[src/rtl/hazard_track_pipe_if.sv]
// ----------------------------------------------------------------------------
// hazard_track_pipe_if
//   Bundle between the hazard detection unit / ID stage (master) and the
//   hazard metadata pipeline (slave).
//   master drives : valid_ID, hazard_optype_ID, rd_ID, rs2_ID,
//                   reg_DE_EN, reg_DE_flush, reg_EM_EN, reg_EM_flush,
//                   reg_MW_EN, cnt_clr
//   slave drives  : hazard_optype_ctrl_before1/2, rd_EXE/MEM/WB, rs2_EXE,
//                   valid_EXE/MEM/WB, bubble_cnt, retire_cnt
// ----------------------------------------------------------------------------
interface hazard_track_pipe_if #(
    parameter int CNT_W = 16
);
    logic             valid_ID;
    logic [1:0]       hazard_optype_ID;
    logic [4:0]       rd_ID;
    logic [4:0]       rs2_ID;
    logic             reg_DE_EN;
    logic             reg_DE_flush;
    logic             reg_EM_EN;
    logic             reg_EM_flush;
    logic             reg_MW_EN;
    logic             cnt_clr;

    logic [1:0]       hazard_optype_ctrl_before1;
    logic [1:0]       hazard_optype_ctrl_before2;
    logic [4:0]       rd_EXE;
    logic [4:0]       rd_MEM;
    logic [4:0]       rd_WB;
    logic [4:0]       rs2_EXE;
    logic             valid_EXE;
    logic             valid_MEM;
    logic             valid_WB;
    logic [CNT_W-1:0] bubble_cnt;
    logic [CNT_W-1:0] retire_cnt;

    modport master (
        output valid_ID, hazard_optype_ID, rd_ID, rs2_ID,
               reg_DE_EN, reg_DE_flush, reg_EM_EN, reg_EM_flush, reg_MW_EN, cnt_clr,
        input  hazard_optype_ctrl_before1, hazard_optype_ctrl_before2,
               rd_EXE, rd_MEM, rd_WB, rs2_EXE,
               valid_EXE, valid_MEM, valid_WB, bubble_cnt, retire_cnt
    );

    modport slave (
        input  valid_ID, hazard_optype_ID, rd_ID, rs2_ID,
               reg_DE_EN, reg_DE_flush, reg_EM_EN, reg_EM_flush, reg_MW_EN, cnt_clr,
        output hazard_optype_ctrl_before1, hazard_optype_ctrl_before2,
               rd_EXE, rd_MEM, rd_WB, rs2_EXE,
               valid_EXE, valid_MEM, valid_WB, bubble_cnt, retire_cnt
    );
endinterface

[src/rtl/hazard_track_pipe.sv]
// ----------------------------------------------------------------------------
// hazard_track_pipe
//   Carries per-instruction hazard metadata (optype, rd, rs2) through the
//   ID->EXE->MEM->WB stage registers, applying the hazard unit's enable and
//   flush controls, and returns the per-stage values the hazard unit consumes.
//   Saturating counters track bubbles inserted into EXE and retired
//   instructions. All outputs come straight from registers.
// Ports
//   clk : pipeline clock, all state updates on the rising edge
//   rst : synchronous active-high reset, overrides all other inputs
//   hz  : hazard_track_pipe_if.slave (ID inputs, stage controls, counter
//         clear in; per-stage metadata, occupancy and counters out)
// ----------------------------------------------------------------------------
module hazard_track_pipe #(
    parameter int CNT_W = 16
) (
    input  logic                clk,
    input  logic                rst,
    hazard_track_pipe_if.slave  hz
);

    // EXE stage
    logic             r_exe_valid;
    logic [1:0]       r_exe_op;
    logic [4:0]       r_exe_rd;
    logic [4:0]       r_exe_rs2;
    // MEM stage (rs2 is only consumed in EXE, so it stops there)
    logic             r_mem_valid;
    logic [1:0]       r_mem_op;
    logic [4:0]       r_mem_rd;
    // WB stage
    logic             r_wb_valid;
    logic [4:0]       r_wb_rd;
    // counters
    logic [CNT_W-1:0] r_bubble_cnt;
    logic [CNT_W-1:0] r_retire_cnt;

    logic             w_bubble_inc;
    logic             w_retire_inc;

    // A flush and an enabled empty ID slot in the same cycle still insert
    // only one bubble, hence the OR.
    assign w_bubble_inc = hz.reg_DE_flush | (hz.reg_DE_EN & ~hz.valid_ID);
    assign w_retire_inc = hz.reg_MW_EN & r_mem_valid;

    // ID -> EXE
    always_ff @(posedge clk) begin
        if (rst) begin
            r_exe_valid <= 1'b0;
            r_exe_op    <= '0;
            r_exe_rd    <= '0;
            r_exe_rs2   <= '0;
        end else if (hz.reg_DE_flush) begin
            r_exe_valid <= 1'b0;
            r_exe_op    <= '0;
            r_exe_rd    <= '0;
            r_exe_rs2   <= '0;
        end else if (hz.reg_DE_EN) begin
            // An empty ID slot is loaded as a clean bubble so stale fields
            // can never raise a forward or stall downstream.
            r_exe_valid <= hz.valid_ID;
            r_exe_op    <= hz.valid_ID ? hz.hazard_optype_ID : 2'b00;
            r_exe_rd    <= hz.valid_ID ? hz.rd_ID            : 5'd0;
            r_exe_rs2   <= hz.valid_ID ? hz.rs2_ID           : 5'd0;
        end
    end

    // EXE -> MEM
    always_ff @(posedge clk) begin
        if (rst) begin
            r_mem_valid <= 1'b0;
            r_mem_op    <= '0;
            r_mem_rd    <= '0;
        end else if (hz.reg_EM_flush) begin
            r_mem_valid <= 1'b0;
            r_mem_op    <= '0;
            r_mem_rd    <= '0;
        end else if (hz.reg_EM_EN) begin
            r_mem_valid <= r_exe_valid;
            r_mem_op    <= r_exe_op;
            r_mem_rd    <= r_exe_rd;
        end
    end

    // MEM -> WB (no flush path)
    always_ff @(posedge clk) begin
        if (rst) begin
            r_wb_valid <= 1'b0;
            r_wb_rd    <= '0;
        end else if (hz.reg_MW_EN) begin
            r_wb_valid <= r_mem_valid;
            r_wb_rd    <= r_mem_rd;
        end
    end

    // Saturating counters; clear beats a same-cycle increment.
    always_ff @(posedge clk) begin
        if (rst || hz.cnt_clr) begin
            r_bubble_cnt <= '0;
            r_retire_cnt <= '0;
        end else begin
            if (w_bubble_inc && (r_bubble_cnt != '1))
                r_bubble_cnt <= r_bubble_cnt + CNT_W'(1);
            if (w_retire_inc && (r_retire_cnt != '1))
                r_retire_cnt <= r_retire_cnt + CNT_W'(1);
        end
    end

    assign hz.valid_EXE                  = r_exe_valid;
    assign hz.hazard_optype_ctrl_before1 = r_exe_op;
    assign hz.rd_EXE                     = r_exe_rd;
    assign hz.rs2_EXE                    = r_exe_rs2;
    assign hz.valid_MEM                  = r_mem_valid;
    assign hz.hazard_optype_ctrl_before2 = r_mem_op;
    assign hz.rd_MEM                     = r_mem_rd;
    assign hz.valid_WB                   = r_wb_valid;
    assign hz.rd_WB                      = r_wb_rd;
    assign hz.bubble_cnt                 = r_bubble_cnt;
    assign hz.retire_cnt                 = r_retire_cnt;

endmodule

[src/flat_wrapper.sv]
// flat-port wrapper written by rule: the top's interface ports become plain ports
module hazard_track_pipe_flat 
#(
    parameter int CNT_W = 16
)
  (clk, rst, hz_valid_ID, hz_hazard_optype_ID, hz_rd_ID, hz_rs2_ID, hz_reg_DE_EN, hz_reg_DE_flush, hz_reg_EM_EN, hz_reg_EM_flush, hz_reg_MW_EN, hz_cnt_clr, hz_hazard_optype_ctrl_before1, hz_hazard_optype_ctrl_before2, hz_rd_EXE, hz_rd_MEM, hz_rd_WB, hz_rs2_EXE, hz_valid_EXE, hz_valid_MEM, hz_valid_WB, hz_bubble_cnt, hz_retire_cnt);
  hazard_track_pipe_if #(.CNT_W(CNT_W)) hz_i ();
  input  logic clk;
  input  logic rst;
  input wire logic [$bits(hz_i.valid_ID)-1:0] hz_valid_ID;
  input wire logic [$bits(hz_i.hazard_optype_ID)-1:0] hz_hazard_optype_ID;
  input wire logic [$bits(hz_i.rd_ID)-1:0] hz_rd_ID;
  input wire logic [$bits(hz_i.rs2_ID)-1:0] hz_rs2_ID;
  input wire logic [$bits(hz_i.reg_DE_EN)-1:0] hz_reg_DE_EN;
  input wire logic [$bits(hz_i.reg_DE_flush)-1:0] hz_reg_DE_flush;
  input wire logic [$bits(hz_i.reg_EM_EN)-1:0] hz_reg_EM_EN;
  input wire logic [$bits(hz_i.reg_EM_flush)-1:0] hz_reg_EM_flush;
  input wire logic [$bits(hz_i.reg_MW_EN)-1:0] hz_reg_MW_EN;
  input wire logic [$bits(hz_i.cnt_clr)-1:0] hz_cnt_clr;
  output wire logic [$bits(hz_i.hazard_optype_ctrl_before1)-1:0] hz_hazard_optype_ctrl_before1;
  output wire logic [$bits(hz_i.hazard_optype_ctrl_before2)-1:0] hz_hazard_optype_ctrl_before2;
  output wire logic [$bits(hz_i.rd_EXE)-1:0] hz_rd_EXE;
  output wire logic [$bits(hz_i.rd_MEM)-1:0] hz_rd_MEM;
  output wire logic [$bits(hz_i.rd_WB)-1:0] hz_rd_WB;
  output wire logic [$bits(hz_i.rs2_EXE)-1:0] hz_rs2_EXE;
  output wire logic [$bits(hz_i.valid_EXE)-1:0] hz_valid_EXE;
  output wire logic [$bits(hz_i.valid_MEM)-1:0] hz_valid_MEM;
  output wire logic [$bits(hz_i.valid_WB)-1:0] hz_valid_WB;
  output wire logic [$bits(hz_i.bubble_cnt)-1:0] hz_bubble_cnt;
  output wire logic [$bits(hz_i.retire_cnt)-1:0] hz_retire_cnt;
  assign hz_i.valid_ID = hz_valid_ID;
  assign hz_i.hazard_optype_ID = hz_hazard_optype_ID;
  assign hz_i.rd_ID = hz_rd_ID;
  assign hz_i.rs2_ID = hz_rs2_ID;
  assign hz_i.reg_DE_EN = hz_reg_DE_EN;
  assign hz_i.reg_DE_flush = hz_reg_DE_flush;
  assign hz_i.reg_EM_EN = hz_reg_EM_EN;
  assign hz_i.reg_EM_flush = hz_reg_EM_flush;
  assign hz_i.reg_MW_EN = hz_reg_MW_EN;
  assign hz_i.cnt_clr = hz_cnt_clr;
  assign hz_hazard_optype_ctrl_before1 = hz_i.hazard_optype_ctrl_before1;
  assign hz_hazard_optype_ctrl_before2 = hz_i.hazard_optype_ctrl_before2;
  assign hz_rd_EXE = hz_i.rd_EXE;
  assign hz_rd_MEM = hz_i.rd_MEM;
  assign hz_rd_WB = hz_i.rd_WB;
  assign hz_rs2_EXE = hz_i.rs2_EXE;
  assign hz_valid_EXE = hz_i.valid_EXE;
  assign hz_valid_MEM = hz_i.valid_MEM;
  assign hz_valid_WB = hz_i.valid_WB;
  assign hz_bubble_cnt = hz_i.bubble_cnt;
  assign hz_retire_cnt = hz_i.retire_cnt;
  hazard_track_pipe #(.CNT_W(CNT_W)) u_core (.clk(clk), .rst(rst), .hz(hz_i));
endmodule
[config.mk]
export PLATFORM = sky130hd
export DESIGN_NAME = hazard_track_pipe_flat
export DESIGN_NICKNAME = d
export VERILOG_FILES = /design/src/rtl/hazard_track_pipe_if.sv /design/src/rtl/hazard_track_pipe.sv /design/src/flat_wrapper.sv
export SDC_FILE = /design/constraint.sdc
export NUM_CORES = 1
export LEC_CHECK = 0
export CAP_MARGIN = 15
export CORE_ASPECT_RATIO = 1.5
export CORE_UTILIZATION = 50
export CTS_CLUSTER_SIZE = 24
export DETAILED_ROUTE_END_ITERATION = 12
export GPL_ROUTABILITY_DRIVEN = 0
export HOLD_SLACK_MARGIN = 0.08
export MAX_ROUTING_LAYER = met4
export PLACE_DENSITY = 0.93
export SLEW_MARGIN = 25
export SYNTH_ARGS = -nofsm -noshare
export SYNTH_HDL_FRONTEND = slang
export SYNTH_SLANG_ARGS = --single-unit
[constraint.sdc]
create_clock -name clk -period 3.9 [get_ports clk]
set_clock_uncertainty 0.05 [all_clocks]
set_input_delay 0.78 -clock clk [delete_from_list [all_inputs] [get_ports clk]]
set_output_delay 0.78 -clock clk [all_outputs]
set_load 0.03 [all_outputs]
* After elaboration in Yosys (flattened, before gate mapping)
Cells that the tools add are included.
** Storage, ports and cells
- Register bits after elaboration :: 59
- Bits of input ports :: 21
- Output and inout port bits :: 59
- Logic and storage cells :: 27
** Operators by class
- Add/subtract/negate cells :: 2
- Eq/ne operators :: 2
- Muxes and demuxes :: 3
- Bitwise logic cells :: 4
- Reduce and logical (&&, ||, !) cells :: 5
** Operator list (count)
- 16-bit by 1-bit adder with 16-bit output (second input constant) :: 2
- 16-bit inequality test (second input constant) :: 2
- 5-bit 2-to-1 mux :: 2
- 2-bit OR reduction :: 2
- 1-bit AND :: 2
- 1-bit logical AND :: 2
- 2-bit 2-to-1 mux :: 1
- 1-bit logical OR :: 1
- 1-bit NOT :: 1
- 1-bit bitwise OR :: 1

* Depth between registers and ports, before layout
- Word-level depth :: 4
- Depth in mapped cells :: 6
- Gate-level depth less buffers :: 5

* Least setup slack after synthesis
No wires, ideal clock.
- Path kind :: in2reg
- Start :: in hz_reg_MW_EN
- End :: reg u_core.r_retire_cnt[13] (netlist: u_core.hz.retire_cnt[13])
- Setup time :: 0.070 ns
- Arrival time :: 2.066 ns
- Data required time :: 3.780 ns
- Setup slack :: 1.714 ns
- Cell stages on the path :: 5
- Buffers on the path :: 1
- Cell sequence :: clkbuf_8 nand4_1 or4_4 or4_1 a21oi_1
** On the way
- Longest elaborated chain between the ends :: 2
** RTL lines
- start, declared :: line flat_wrapper.sv:18 : input wire logic [$bits(hz_i.reg_MW_EN)-1:0] hz_reg_MW_EN;
- 1-bit AND :: line hazard_track_pipe.sv:44 : assign w_retire_inc = hz.reg_MW_EN & r_mem_valid;
- 1-bit logical AND :: line hazard_track_pipe.sv:104 : if (w_retire_inc && (r_retire_cnt != '1))
- end signal, assigned :: line hazard_track_pipe.sv:105 : r_retire_cnt <= r_retire_cnt + CNT_W'(1);
- end, declared :: line hazard_track_pipe.sv:36 : logic [CNT_W-1:0] r_retire_cnt;
No other way between the ends.
A chain may end at the register's enable or synchronous reset.

* Worst setup path in the final report
Ends and elaborated chain as after synthesis.

==> results.sh <==
export IMPL_cts_resized=0
export IMPL_min_path_type="flop to flop"
export IMPL_pwr_share_clk=0.411
export IMPL_hold_violations=0
export IMPL_cap_violations=0
export IMPL_min_period_ns=2.594
export IMPL_die_area_um2=5555
export IMPL_die_y_um=90.79
export IMPL_seqPwrFrac=0.524
export IMPL_avgRoutedWirePerCell_um=15.12
export IMPL_cts_htree_levels=3
export IMPL_cts_tree="yes"
export IMPL_setup_viol=0
export IMPL_numCtsBuffers=9
export IMPL_dp_hpwl_um=4849
export IMPL_antenna_found_initial=0
export IMPL_routed_wl_um=6715
export IMPL_peakVddDrop_v=0.0003241
export IMPL_num_io_pins=80
export IMPL_cts_setup_buffers=0
export IMPL_synth_edff_count=0
export IMPL_worst_pin_slew_ns=0.9364
export IMPL_vias=2609
export IMPL_num_rows=32
export IMPL_cts_max_path_buffers=2
export IMPL_syn_area_um2=2628
export IMPL_ys_top_cells_by_count="59 x dfxtp_1, 33 x nor2_1, 24 x a21oi_1, 18 x mux2i_1, 16 x nand2_1"
export IMPL_maxSlewViolCount=0
export IMPL_switchingPower_mw=0.2966
export IMPL_overflow=0
export IMPL_grt_max_degree=27
export IMPL_synth_area_leader_cell="dfxtp_1"
export IMPL_start_util=0.5167
export IMPL_endpoint_kind="flop"
export IMPL_drive_above_1_share=0.07447
export IMPL_drtIter0Drc=140
export IMPL_yosys_top_cells_area="dfxtp_1 45%, mux2i_1 6.9%, nor2_1 4.7%"
export IMPL_antenna_left=0
export IMPL_holdBufCountCts=0
export IMPL_port_buffers=79
export IMPL_totalPowerFinal_mw=1.165
export IMPL_post_synth_cell_area_avg_um2=8.968
export IMPL_worstPathMaxFanout=9
export IMPL_nets=394
export IMPL_fin_util=0.7114
export IMPL_grt_pass1_vias=2546
export IMPL_core_area_um2=5085
export IMPL_clk_latency_ns=0.34
export IMPL_synth_cell_type_count=45
export IMPL_root_buffer="clkbuf_8"
export IMPL_dp_slack_ns=0.9681
export IMPL_diodes=0
export IMPL_synth_top_cell_area_share=0.4495
export IMPL_sw_frac_of_total=0.2547
export IMPL_fmax_ghz=0.3855
export IMPL_clock_sinks=59
export IMPL_p_leak_nw=1.208
export IMPL_critPathLaunchType="primary input"
export IMPL_dr_pass1_iters=4
export IMPL_p_int_mw=0.8682
export IMPL_via_per_inst=5.876
export IMPL_path_clk_slew_ns=0.07
export IMPL_remaining_drc_errors=0
export IMPL_period_share=0.6652
export IMPL_powerDensity_nw_per_um2=322.0
export IMPL_max_slew_margin=0.3700
export IMPL_synth_nets=316
export IMPL_setup_slack_ns=1.306
export IMPL_grtUsageTotal=0.2741
export IMPL_status="finished, final reports clean"
export IMPL_rsz0062_at_grt="false"
export IMPL_comb_power_share=0.065
export IMPL_yosysSeqAreaShare=0.4495
export IMPL_fin_setup_tns_ns=0
export IMPL_synthMostInstantiatedCell="dfxtp_1"
export IMPL_syn2layout_area_growth_pct=37.67
export IMPL_synth_main_ff_cell="dfxtp_1"
export IMPL_yosysWarningCount=0
export IMPL_worstPathRequired_ns=4.12
export IMPL_fp_dieW_um=61.19
export IMPL_critical_path_class="primary input to flop"
export IMPL_grt_pass1_wl_um=11270
export IMPL_async_flop_share=0
export IMPL_synth_cells=293
export IMPL_cp_arrival_ns=2.81
export IMPL_synth_seq_cells=59
-- per-stage QoR --
stage	instances	hold WS [ns]	cell area (um2)
global placement	428	0.4146	3442
floorplan	293	0.5470	2628
finish	444	0.4503	3617
detailed placement	428	0.4375	3442
global route	444	0.4717	3617
CTS	444	0.4471	3611
-- power by group through the flow --
stage | combinational, mW | sequential, mW | clock (mW)
floorplan | 0.0332 | 0.631 | 0
global placement | 0.0740 | 0.624 | 0
detailed placement | 0.0759 | 0.624 | 0
CTS | 0.0764 | 0.610 | 0.485
global route | 0.0822 | 0.610 | 0.513
finish | 0.0763 | 0.610 | 0.478
-- final timing paths --
check	from	end	slack (ns)	depth (start not counted)
setup / recovery	hz_reg_MW_EN	u_core.hz.retire_cnt[13]	1.31	5
hold reg to reg	u_core.hz.rd_WB[3]	u_core.hz.rd_WB[3]	0.45	2
hold / removal	u_core.hz.rd_WB[3]	u_core.hz.rd_WB[3]	0.45	2
setup reg to reg	u_core.hz.bubble_cnt[0]	u_core.hz.bubble_cnt[2]	1.79	5
-- cells by family after synthesis --
kind of cell | Yosys count | share of synthesized area
and+or+nand+nor | 125 | 0.2614
AOI/OAI and AO/OA | 70 | 0.1743
DFF | 59 | 0.4495
buffers and inverters | 18 | 0.03333
muxes | 18 | 0.06857
adders and majority gates | 2 | 0.009522
xor gates and xnor gates | 1 | 0.003334
-- critical path, stage by stage --
cell and delay, ns:
clkdlybuf4s50_1 0.71, nand4_1 0.27, or4_4 0.50, or4_1 0.41, a21oi_1 0.15
-- registers in the layout, indices dropped and copies added (netlist names), 2 cells and up --
signal                                count
u_core.hz.rs2_EXE                         5
u_core.hz.hazard_optype_ctrl_before2      2
u_core.hz.rd_EXE                          5
u_core.hz.rd_WB                           5
u_core.hz.bubble_cnt                     16
u_core.hz.rd_MEM                          5
u_core.hz.hazard_optype_ctrl_before1      2
u_core.hz.retire_cnt                     16
-- cell type report --
class / count / area (um2)
tap: 68 / 85.08
clock buffer: 9 / 123.9
fill: 402 / 1468
clock inverter: 7 / 45.04
timing repair buffer: 80 / 798.3
sequential: 59 / 1181
multi-input combinational: 216 / 1365
inverter: 5 / 18.77
-- cells in the final DEF, fill, tap and decap left out, types with 2 or more instances in the layout --
cell	n
o31ai_1	11
o2111ai_1	4
nand3_1	11
nand2_1	16
mux2i_1	18
nor2_1	33
and2_1	4
and4_1	4
or4_1	12
o21ai_0	8
nand4_2	2
nor4_1	3
clkbuf_8	9
clkdlybuf4s50_1	79
clkinvlp_4	4
a22oi_1	12
clkinv_2	3
and3_1	3
nand4_1	9
or2_2	4
inv_1	5
ha_1	2
a31oi_1	2
or3_1	8
nor3_1	8
dfxtp_1	59
a21oi_1	24
-- metal layers --
metal | GRT usage | routed length [um] | share of wire | vias up
met5 | - | 0 | 0 | -
met4 | 0.1326 | 164 | 0.024 | 0
met3 | 0.06590 | 404 | 0.060 | 15
met2 | 0.4411 | 3459 | 0.52 | 95
met1 | 0.3063 | 2687 | 0.40 | 1226
li1 | - | - | - | 1273
Note: power is estimated with default switching activity, not from simulation.
